File: config.mk
export PLATFORM = sky130hd
export DESIGN_NAME = btn_conditioner
export DESIGN_NICKNAME = d
export VERILOG_FILES = /design/src/rtl/clk_pkg.sv /design/src/rtl/btn_channel.sv /design/src/rtl/btn_conditioner.sv
export SDC_FILE = /design/constraint.sdc
export NUM_CORES = 1
export LEC_CHECK = 0
export BUFFER_PORTS_ARGS = -buffer_cell sky130_fd_sc_hd__buf_2
export CAP_MARGIN = 10
export CORE_ASPECT_RATIO = 1.25
export CORE_MARGIN = 4
export CORE_UTILIZATION = 30
export DETAILED_ROUTE_END_ITERATION = 6
export GPL_TIMING_DRIVEN = 1
export MAX_ROUTING_LAYER = met4
export SETUP_SLACK_MARGIN = 0.15
export SYNTH_ARGS = -nofsm -noshare
export SYNTH_HDL_FRONTEND = slang
export SYNTH_HIERARCHICAL = 1
export SYNTH_SLANG_ARGS = --single-unit
File: constraint.sdc
create_clock -name clk -period 2.2 [get_ports clk]
set_clock_uncertainty 0.15 [all_clocks]
set_input_delay 0.44 -clock clk [delete_from_list [all_inputs] [get_ports clk]]
set_output_delay 0.44 -clock clk [all_outputs]
set_load 0.02 [all_outputs]
File: src/rtl/clk_pkg.sv
`timescale 1ns/1ps
// ---------------------------------------------------------------------------
// clk_pkg
// Shared definitions for the digital clock front end:
//   - rpt_state_t  : per-button auto-repeat FSM state encoding
//   - timing       : board clock rate and button timing in milliseconds
//   - button index : bit position of each board push-button on btn_* buses
//   - ms_to_cycles : converts a millisecond interval to clk cycles
// ---------------------------------------------------------------------------
package clk_pkg;

  typedef enum logic [1:0] {
    RPT_IDLE   = 2'd0,
    RPT_HELD   = 2'd1,
    RPT_REPEAT = 2'd2
  } rpt_state_t;

  localparam int CLK_HZ      = 50000000;
  localparam int DEBOUNCE_MS = 20;
  localparam int HOLD_MS     = 1000;
  localparam int REPEAT_MS   = 250;

  localparam int BTN_CLR    = 0;
  localparam int BTN_ALARM  = 1;
  localparam int BTN_TWELVE = 2;
  localparam int BTN_SHIFT  = 3;

  // Divide first so the intermediate product stays inside 32 bits.
  function automatic int ms_to_cycles(input int ms);
    return (CLK_HZ / 1000) * ms;
  endfunction

endpackage

File: src/rtl/btn_channel.sv
`timescale 1ns/1ps
// ---------------------------------------------------------------------------
// btn_channel
// One push-button channel: two-flop synchroniser, counter debounce and an
// auto-repeat FSM (IDLE -> HELD -> REPEAT).
//
// Ports
//   clk          system clock
//   rst_n        asynchronous active-low reset, clears every flop
//   btn_raw      raw button pin, active-high, asynchronous to clk
//   repeat_en    auto-repeat enable for this channel (clk domain)
//   btn_level    debounced button state
//   btn_press    one-cycle strobe when btn_level rises
//   btn_release  one-cycle strobe when btn_level falls
//   btn_repeat   one-cycle auto-repeat strobe while held
// ---------------------------------------------------------------------------
module btn_channel
  import clk_pkg::*;
#(
  parameter int DEBOUNCE_CYCLES = 1000000,
  parameter int HOLD_CYCLES     = 50000000,
  parameter int REPEAT_CYCLES   = 12500000
) (
  input  logic clk,
  input  logic rst_n,
  input  logic btn_raw,
  input  logic repeat_en,
  output logic btn_level,
  output logic btn_press,
  output logic btn_release,
  output logic btn_repeat
);

  localparam int DB_W   = $clog2(DEBOUNCE_CYCLES);
  localparam int RP_MAX = (HOLD_CYCLES > REPEAT_CYCLES) ? HOLD_CYCLES : REPEAT_CYCLES;
  localparam int RP_W   = $clog2(RP_MAX);

  localparam logic [DB_W-1:0] DB_TC   = DB_W'(DEBOUNCE_CYCLES - 1);
  localparam logic [RP_W-1:0] HOLD_TC = RP_W'(HOLD_CYCLES - 1);
  localparam logic [RP_W-1:0] REP_TC  = RP_W'(REPEAT_CYCLES - 1);

  logic            sync_p0;
  logic            sync_p1;
  logic [DB_W-1:0] db_cnt_p2;
  logic            level_p2;
  logic            press_p2;
  logic            release_p2;
  logic            flip;
  logic            rise;
  logic            fall;

  rpt_state_t      state_q;
  rpt_state_t      state_d;
  logic [RP_W-1:0] rp_cnt_q;
  logic [RP_W-1:0] rp_cnt_d;
  logic            repeat_q;
  logic            repeat_d;

  // ---- stage p0/p1: two-flop synchroniser --------------------------------
  always_ff @(posedge clk or negedge rst_n) begin
    if (!rst_n) begin
      sync_p0 <= 1'b0;
      sync_p1 <= 1'b0;
    end else begin
      sync_p0 <= btn_raw;
      sync_p1 <= sync_p0;
    end
  end

  // ---- stage p2: debounce counter and edge strobes -----------------------
  // flip is the cycle on which the debounced level changes; rise/fall feed
  // both the registered strobes and the repeat FSM so that the FSM moves on
  // the same edge the press/release strobes appear.
  assign flip = (sync_p1 != level_p2) && (db_cnt_p2 == DB_TC);
  assign rise = flip & ~level_p2;
  assign fall = flip &  level_p2;

  always_ff @(posedge clk or negedge rst_n) begin
    if (!rst_n) begin
      db_cnt_p2  <= '0;
      level_p2   <= 1'b0;
      press_p2   <= 1'b0;
      release_p2 <= 1'b0;
    end else begin
      press_p2   <= rise;
      release_p2 <= fall;
      if (sync_p1 == level_p2) begin
        db_cnt_p2 <= '0;
      end else if (flip) begin
        db_cnt_p2 <= '0;
        level_p2  <= ~level_p2;
      end else begin
        db_cnt_p2 <= db_cnt_p2 + 1'b1;
      end
    end
  end

  // ---- repeat FSM: state register ----------------------------------------
  always_ff @(posedge clk or negedge rst_n) begin
    if (!rst_n) begin
      state_q  <= RPT_IDLE;
      rp_cnt_q <= '0;
      repeat_q <= 1'b0;
    end else begin
      state_q  <= state_d;
      rp_cnt_q <= rp_cnt_d;
      repeat_q <= repeat_d;
    end
  end

  // ---- repeat FSM: next state --------------------------------------------
  // A release overrides everything, including a repeat that falls due on
  // the same cycle.
  always_comb begin
    state_d  = state_q;
    rp_cnt_d = rp_cnt_q;
    repeat_d = 1'b0;
    if (fall) begin
      state_d  = RPT_IDLE;
      rp_cnt_d = '0;
    end else begin
      unique case (state_q)
        RPT_IDLE: begin
          if (rise) begin
            state_d  = RPT_HELD;
            rp_cnt_d = '0;
          end
        end
        RPT_HELD: begin
          if (!repeat_en) begin
            rp_cnt_d = '0;
          end else if (rp_cnt_q == HOLD_TC) begin
            repeat_d = 1'b1;
            rp_cnt_d = '0;
            state_d  = RPT_REPEAT;
          end else begin
            rp_cnt_d = rp_cnt_q + 1'b1;
          end
        end
        RPT_REPEAT: begin
          if (!repeat_en) begin
            state_d  = RPT_HELD;
            rp_cnt_d = '0;
          end else if (rp_cnt_q == REP_TC) begin
            repeat_d = 1'b1;
            rp_cnt_d = '0;
          end else begin
            rp_cnt_d = rp_cnt_q + 1'b1;
          end
        end
        default: begin
          state_d  = RPT_IDLE;
          rp_cnt_d = '0;
        end
      endcase
    end
  end

  assign btn_level   = level_p2;
  assign btn_press   = press_p2;
  assign btn_release = release_p2;
  assign btn_repeat  = repeat_q;

endmodule

File: src/rtl/btn_conditioner.sv
`timescale 1ns/1ps
// ---------------------------------------------------------------------------
// btn_conditioner
// Conditions the board push-buttons (clear, alarm-set, 12/24, time-set
// shift) into synchronised, debounced, single-cycle strobes with optional
// auto-repeat, all in the clk domain.
//
// Ports
//   clk          system clock (50 MHz)
//   rst_n        asynchronous active-low reset
//   btn_raw      raw button pins, active-high, asynchronous
//   repeat_en    per-channel auto-repeat enable
//   btn_level    debounced button state
//   btn_press    one-cycle strobe on a debounced 0->1 transition
//   btn_release  one-cycle strobe on a debounced 1->0 transition
//   btn_repeat   one-cycle auto-repeat strobe
//   btn_event    btn_press | btn_repeat, the clock core's increment strobe
// ---------------------------------------------------------------------------
module btn_conditioner
  import clk_pkg::*;
#(
  parameter int N_BTN           = 4,
  parameter int DEBOUNCE_CYCLES = ms_to_cycles(DEBOUNCE_MS),
  parameter int HOLD_CYCLES     = ms_to_cycles(HOLD_MS),
  parameter int REPEAT_CYCLES   = ms_to_cycles(REPEAT_MS)
) (
  input  logic             clk,
  input  logic             rst_n,
  input  logic [N_BTN-1:0] btn_raw,
  input  logic [N_BTN-1:0] repeat_en,
  output logic [N_BTN-1:0] btn_level,
  output logic [N_BTN-1:0] btn_press,
  output logic [N_BTN-1:0] btn_release,
  output logic [N_BTN-1:0] btn_repeat,
  output logic [N_BTN-1:0] btn_event
);

  for (genvar i = 0; i < N_BTN; i++) begin : g_ch
    btn_channel #(
      .DEBOUNCE_CYCLES (DEBOUNCE_CYCLES),
      .HOLD_CYCLES     (HOLD_CYCLES),
      .REPEAT_CYCLES   (REPEAT_CYCLES)
    ) u_ch (
      .clk         (clk),
      .rst_n       (rst_n),
      .btn_raw     (btn_raw[i]),
      .repeat_en   (repeat_en[i]),
      .btn_level   (btn_level[i]),
      .btn_press   (btn_press[i]),
      .btn_release (btn_release[i]),
      .btn_repeat  (btn_repeat[i])
    );

    assign btn_event[i] = btn_press[i] | btn_repeat[i];
  end

endmodule

==> flow_summary.toml, run 1 <==
[grt]
antenna_found_initial = 0
grt.overflow.total = 0
track_usage_pct = 14.51
grt_pass1_vias = 10890
grt_pass1_wl_um = 51050
grt_start_max_net_pins = 86

[setup_path]
start_kind = "register"
regToRegStartpoint = "g_ch[1].u_ch/rp_cnt_q[0]"
timing.reg2reg.setup_slack_ps = -230
cp_max_fo = 7
timing.rr.end = "g_ch[1].u_ch/rp_cnt_q[12]"
critPathCapture = "g_ch[1].u_ch/rp_cnt_q[12]"
worstSetupPathType = "register to register"
cp.required_ps = 2470
worst_r2r_path_depth = 8
endpoint_kind = "register"
critical_path.startpoint = "g_ch[1].u_ch/rp_cnt_q[0]"
cp.arrival_ps = 2700

[synthesis]
synth_top_area_share_pct = 46.57
yosys-top-cells-count = "dfrtp_1, nor2_1, nand2_1, nand3_1"
synth_flop_cell = "dfrtp_1"
seq_area_frac_synth_pct = 46.57
ys_top_cells_by_area = "dfrtp_1, nor2_1, xor2_1, xnor2_1, nand2_1"
synth_seq_cells = 216
yosys.area.top_type = "dfrtp_1"
synth_fp_nets = 1269
synth_cells = 1235
post_synth_num_cell_types = 59
synth.most_common_cell = "dfrtp_1"
async_flop_share_pct = 100.0
ys_warn_count = 6
avgSynthCellArea_um2 = 9.399
syn_area_um2 = 11610
synth_edf_count = 0

[sta]
period_share_pct = 110.6
maxSlewHeadroom_pct = 68.96
min_period_ps = 2433
setup_viol = 98
finalHoldViolCount = 0
fmax_ghz = 0.4111
maxSlewViolCount = 0
grt_setup_unrepaired = "yes"
layout_setup_ws_ps = -232.6
worst_pin_slew_ps = 465.5

[cts]
clkSlewWorstSetupHoldPaths_ps = 60
cts_buffers = 27
cts_tree = "done"
worstSkewPairLatency_ps = 530
h-tree-depth = 1
cts.sinks = 216
clockBufferDepth = 3
root_buffer = "clkbuf_16"

[cells_and_area]
antenna_cells = 0
layout-drive-gt1-share_pct = 35.98
layout.nets = 1612
area_growth_pct = 44.63
utilization_pct = 43.90

[hold_path]
worstHoldPathType = "input port to register"

[die]
dieArea_um2 = 41920
core_um2 = 38240
pin_count = 30
initial_core_util_pct = 30.36
die_w_um = 183.9
die_height_um = 227.9
fp-row-count = 80

[route]
antenna_left = 0
first_pass_iters = 5
wire_per_inst_um = 14.58
wl_um = 30480
vias_per_cell = 5.033
num_vias = 10520
drc_errors = 0
first_iter_violations = 532

[power_and_ir_drop]
ir_drop_mv = 0.5927
p_leak_nw = 7.469
p_per_area_nw_per_um2 = 517.5

[job]
maxCapViolCount = 0

[status]
violations = "negative setup slack"
status = "finished with violations"

[place]
place_hpwl_um = 19700
io_buffer_count = 29
pre_cts_slack_ps = -262.5
place_congestion = 0.8265
[logic make-up after synthesis]
family	synth area share [%]
DFF	46.57
muxes	0.7761
xor gates and xnor gates	8.602
buffers and inverters	2.393
AOI/OAI and AO/OA	9.615
and+or+nand+nor	29.46
adders and majority gates	2.587
[sequential cells by signal, summed over array words and instances (netlist names)]
name / cells
g_ch.u_ch/sync_p1: 4
g_ch.u_ch/btn_press: 4
g_ch.u_ch/state_q: 8
g_ch.u_ch/btn_release: 4
g_ch.u_ch/sync_p0: 4
g_ch.u_ch/rp_cnt_q: 104
g_ch.u_ch/db_cnt_p2: 80
g_ch.u_ch/btn_level: 4
g_ch.u_ch/btn_repeat: 4
[metrics by stage]
stage / setup TNS [ps] / instances / area, µm² / hold WS (ps) / total power [mW]
6_report: -12200 / 2090 / 16790 / 81.19 / 8.687
3_3_place_gp: -11290 / 1978 / 14460 / 160.5 / 4.314
2_1_floorplan: -3428 / 1235 / 11840 / -5.591 / 4.139
3_5_place_dp: -14940 / 1978 / 14460 / 162.3 / 4.318
5_1_grt: -21560 / 2090 / 16790 / 80.91 / 9.057
4_1_cts: -9643 / 2057 / 16070 / 39.53 / 8.817
[worst min-delay path by stage]
stage	start	end	slack, ps	cells after the start
finish	repeat_en[3]	g_ch[3].u_ch/btn_repeat	80	3
global route	repeat_en[3]	g_ch[3].u_ch/btn_repeat	80	3
CTS	repeat_en[3]	g_ch[3].u_ch/btn_repeat	40	3
detailed placement	rst_n	g_ch[2].u_ch/rp_cnt_q[6]	160	1
global placement	rst_n	g_ch[2].u_ch/rp_cnt_q[6]	160	1
floorplan	rst_n	g_ch[0].u_ch/btn_level	-6	0
[cell type report]
cell class / count / area, µm²
Clock buffer: 40 / 814.5
Multi-Input combinational cell: 965 / 6819
Clock inverter: 9 / 82.58
Tap cell: 492 / 615.6
Sequential cell: 216 / 5409
Fill cell: 3632 / 21450
Timing Repair Buffer: 350 / 2979
Inverter: 18 / 67.56
[critical path, stage by stage, from the launching register on]
cell	delay [ps]
dfrtp_1	370
ha_2	190
nand4_1	120
or4_4	440
o31a_1	320
o211ai_2	230
buf_6	180
nor3_1	60
a211o_1	260
[placed cells by master (no fill, tap or decap), types with 6 or more instances in the layout]
cell type / Yosys / routed
xnor2_1: 52 / 52
o21ai_1: 0 / 10
and2_4: 0 / 6
nand2_1: 104 / 98
nor2b_1: 9 / 9
o21ai_0: 43 / 17
buf_12: 0 / 13
nand4_1: 62 / 62
or3_1: 20 / 17
dfrtp_1: 216 / 213
o21a_4: 0 / 6
buf_4: 3 / 263
nor3_1: 57 / 28
nor3_2: 0 / 28
o21ai_2: 5 / 19
nor4_2: 3 / 8
or4_1: 13 / 8
nor3b_1: 10 / 9
a211o_1: 21 / 21
or4_4: 1 / 6
nor2_2: 0 / 31
inv_1: 18 / 18
a21o_1: 15 / 15
clkbuf_16: 0 / 32
and4_1: 12 / 11
and2_1: 19 / 16
a22oi_2: 3 / 16
and3_1: 46 / 43
ha_1: 24 / 17
nor4_1: 17 / 8
nand3_1: 76 / 71
a21oi_1: 10 / 7
ha_2: 0 / 6
nor2_1: 179 / 143
buf_2: 12 / 30
a22oi_1: 20 / 7
xor2_1: 62 / 62
mux2i_1: 9 / 9
clkbuf_8: 0 / 9
buf_6: 4 / 31
[metal layers]
metal / GRT usage (%) / wire length, µm / vias up / part of all wire, %
met3: 2.231 / 1163 / 60 / 3.8
met4: 3.999 / 693 / 0 / 2.3
met5: - / 0 / - / 0
met2: 24.74 / 15380 / 182 / 50
met1: 17.87 / 13240 / 5133 / 43
li1: - / - / 5145 / -
[timing repair]
action                     4_1_cts  5_1_grt
cloned                          10        8
setup endpoints to repair      131      171
setup buffers                   15       25
resized for setup              114      101
pin swaps                       69       55
hold endpoints to repair       106        0
hold buffers                     5        0
[power by group]
part,internal (mW),switching [mW]
Sequential,4.00,0.0176
Clock,2.67,1.72
Combinational,0.123,0.157
(Power assumes the default switching activity.)
==> run 2, diff against run 1 <==
- ABC_AREA: not set -> 1
==> flow_summary.toml, run 2 <==
[status]
status = "complete, no violations"

[cts]
clkSlewWorstSetupHoldPaths_ps = 60
cts_tree = "done"
root_buffer = "clkbuf_16"
worstSkewPairLatency_ps = 560
cts_buffers = 27
h-tree-depth = 1
cts.sinks = 216
clockBufferDepth = 3

[route]
drc_errors = 0
vias_per_cell = 4.631
first_pass_iters = 5
num_vias = 11110
first_iter_violations = 436
wire_per_inst_um = 12.29
antenna_left = 0
wl_um = 29490

[cells_and_area]
layout-drive-gt1-share_pct = 16.47
fillers = 4377
utilization_pct = 36.25
final_cell_mix = "nand2_1, nor2_1, inv_1, dfrtp_1, nand3_1"
top_register = "g_ch.u_ch/rp_cnt_q"
reg_top3 = "g_ch.u_ch/rp_cnt_q (104), g_ch.u_ch/db_cnt_p2 (80), g_ch.u_ch/state_q (8)"
area_growth_pct = 18.82
antenna_cells = 0
largest_reg_flops = 104
layout.nets = 1853
instances_no_fill = 2399
mostFrequentLayoutCell = "nand2_1"

[synthesis]
post_synth_num_cell_types = 36
ys_warn_count = 6
seq_area_frac_synth_pct = 41.83
synth_fp_nets = 1755
syn_area_um2 = 12920
yosys.area.top_type = "dfrtp_1"
async_flop_share_pct = 100.0
synth_top_area_share_pct = 41.83
ys_top_cells_by_area = "dfrtp_1, nand2_1, nor2_1, inv_1, nand3_1"
synth_flop_cell = "dfrtp_1"
synth_cells = 1721
synth_edf_count = 0
yosys-top-cells-count = "nand2_1, nor2_1, inv_1, dfrtp_1, nand3_1"
synth_seq_cells = 216
synth.most_common_cell = "nand2_1"
avgSynthCellArea_um2 = 7.508

[power_and_ir_drop]
ir_drop_mv = 0.6506
p_int_mw = 6.886
swShare_pct = 22.12
p_sw_mw = 1.956
pwr-share-seq_pct = 45.4
pwr-share-comb_pct = 2.4
p_per_area_nw_per_um2 = 575.9
p_leak_nw = 7.286
p_clk_share_pct = 52.2

[die]
die_height_um = 240.0
initial_core_util_pct = 30.51
die_w_um = 193.6
core_um2 = 42360
fp-row-count = 84
dieArea_um2 = 46480
pin_count = 30

[sta]
finalHoldViolCount = 0
maxSlewViolCount = 0
min_period_ps = 1938
setup_viol = 0
grt_setup_unrepaired = "yes"
whs_ps = 67.47
tns_ps = 0
maxSlewHeadroom_pct = 68.86
period_share_pct = 88.10
worst_pin_slew_ps = 463.5
fmax_ghz = 0.5160

[setup_path]
worstSetupPathType = "register to register"
cp.required_ps = 2490
worst_r2r_path_depth = 9
start_kind = "register"
cp.arrival_ps = 2230
cp_max_fo = 31
endpoint_kind = "register"

[place]
place_congestion = 0.8919
placed_cells = 2317
io_buffer_count = 29
place_hpwl_um = 20690

[grt]
grt.overflow.total = 0
grt_pass1_wl_um = 49510
grt_start_max_net_pins = 56
antenna_found_initial = 0
grt_pass1_vias = 10890
track_usage_pct = 12.50

[job]
maxCapViolCount = 0

[hold_path]
hold_depth = 3
worstHoldPathType = "input port to register"
run 2: cell types whose count changed after synthesis, sizes merged, moves of 19 or more:
cell / change
nand2: +310
clkbuf: -21
nand3: +46
xnor2: -36
a22oi: -19
and3: -46
a21oi: +29
nor2: +188
a211o: -21
inv: +217
or3: -20
run 2: timing repair:
item | in CTS | in global routing
pin swaps | 0 | 14
setup buffers | 2 | 17
endpoints found under the hold margin | 53 | 0
cloned | 0 | 8
endpoints found under the setup margin | 49 | 124
hold buffers | 5 | 0
resized for setup | 6 | 71
run 2: critical path: stages, from the launching register on:
cell and delay (ps):
dfrtp_1 430, nand2_1 90, nor2_2 110, nand2_2 90
nor2_4 140, nand2_4 120, nand2_8 230, nand4_2 160
nor3b_1 220, nor2_1 70
run 2: layout make-up:
| cell class | instances | area (µm²) | area share (%) |
|---|---|---|---|
| clock buffer | 37 | 773.2 | 5.036 |
| multi-input combinational | 1250 | 6708 | 43.69 |
| inverter | 243 | 969.7 | 6.316 |
| clock inverter | 13 | 161.4 | 1.051 |
| timing repair buffer | 77 | 590.6 | 3.846 |
| sequential | 216 | 5406 | 35.21 |
| tap | 559 | 699.4 | 4.555 |
| timing repair inverter | 4 | 45.04 | 0.2934 |
run 2: metal layers:
layer / global-route usage (%) / wire [µm] / up-vias
met5: - / 0 / -
met4: 4.207 / 736 / 0
met3: 1.486 / 964 / 55
met2: 22.33 / 14780 / 171
met1: 14.69 / 13010 / 5233
li1: - / - / 5651
run 2: worst paths after layout:
check	slack (ps)	to	start
max in group asynchronous	1020	g_ch[2].u_ch/state_q[1]	rst_n
min in group asynchronous	270	g_ch[1].u_ch/db_cnt_p2[9]	rst_n
worst max-delay path	260	g_ch[1].u_ch/rp_cnt_q[25]	g_ch[1].u_ch/db_cnt_p2[3]
worst min-delay path	70	g_ch[3].u_ch/btn_repeat	repeat_en[3]
worst max register to register	260	g_ch[1].u_ch/rp_cnt_q[25]	g_ch[1].u_ch/db_cnt_p2[3]
worst min register to register	200	g_ch[1].u_ch/sync_p1	g_ch[1].u_ch/sync_p0
run 2: cells by family (layout without fill, tap and decap cells):
family / after synthesis / after routing / share of synthesized area (%)
AND/OR/NAND/NOR: 1040 / 1044 / 37.29
buffers and inverters: 259 / 374 / 8.763
flip-flops: 216 / 216 / 41.83
AO/OA/AOI/OAI: 114 / 114 / 5.181
XOR/XNOR: 68 / 68 / 4.609
adder cells (fa/ha/maj): 24 / 24 / 2.324
run 2: metrics by stage:
step | setup WS [ps] | total power [mW] | cell area [µm²]
2_1_floorplan | 345.2 | 4.152 | 12920
3_3_place_gp | 102.9 | 4.296 | 13820
3_5_place_dp | 81.26 | 4.301 | 13820
4_1_cts | 150.5 | 9.038 | 14850
5_1_grt | 108.1 | 9.233 | 15350
6_report | 261.8 | 8.842 | 15350
run 2: power by group through the flow:
stage,sequential [mW],combinational (mW),clock [mW]
after global routing,4.02,0.252,4.96
after floorplan,4.08,0.0681,0
after CTS,4.01,0.222,4.80
after detailed placement,4.09,0.213,0
final,4.02,0.212,4.61
after global placement,4.09,0.211,0
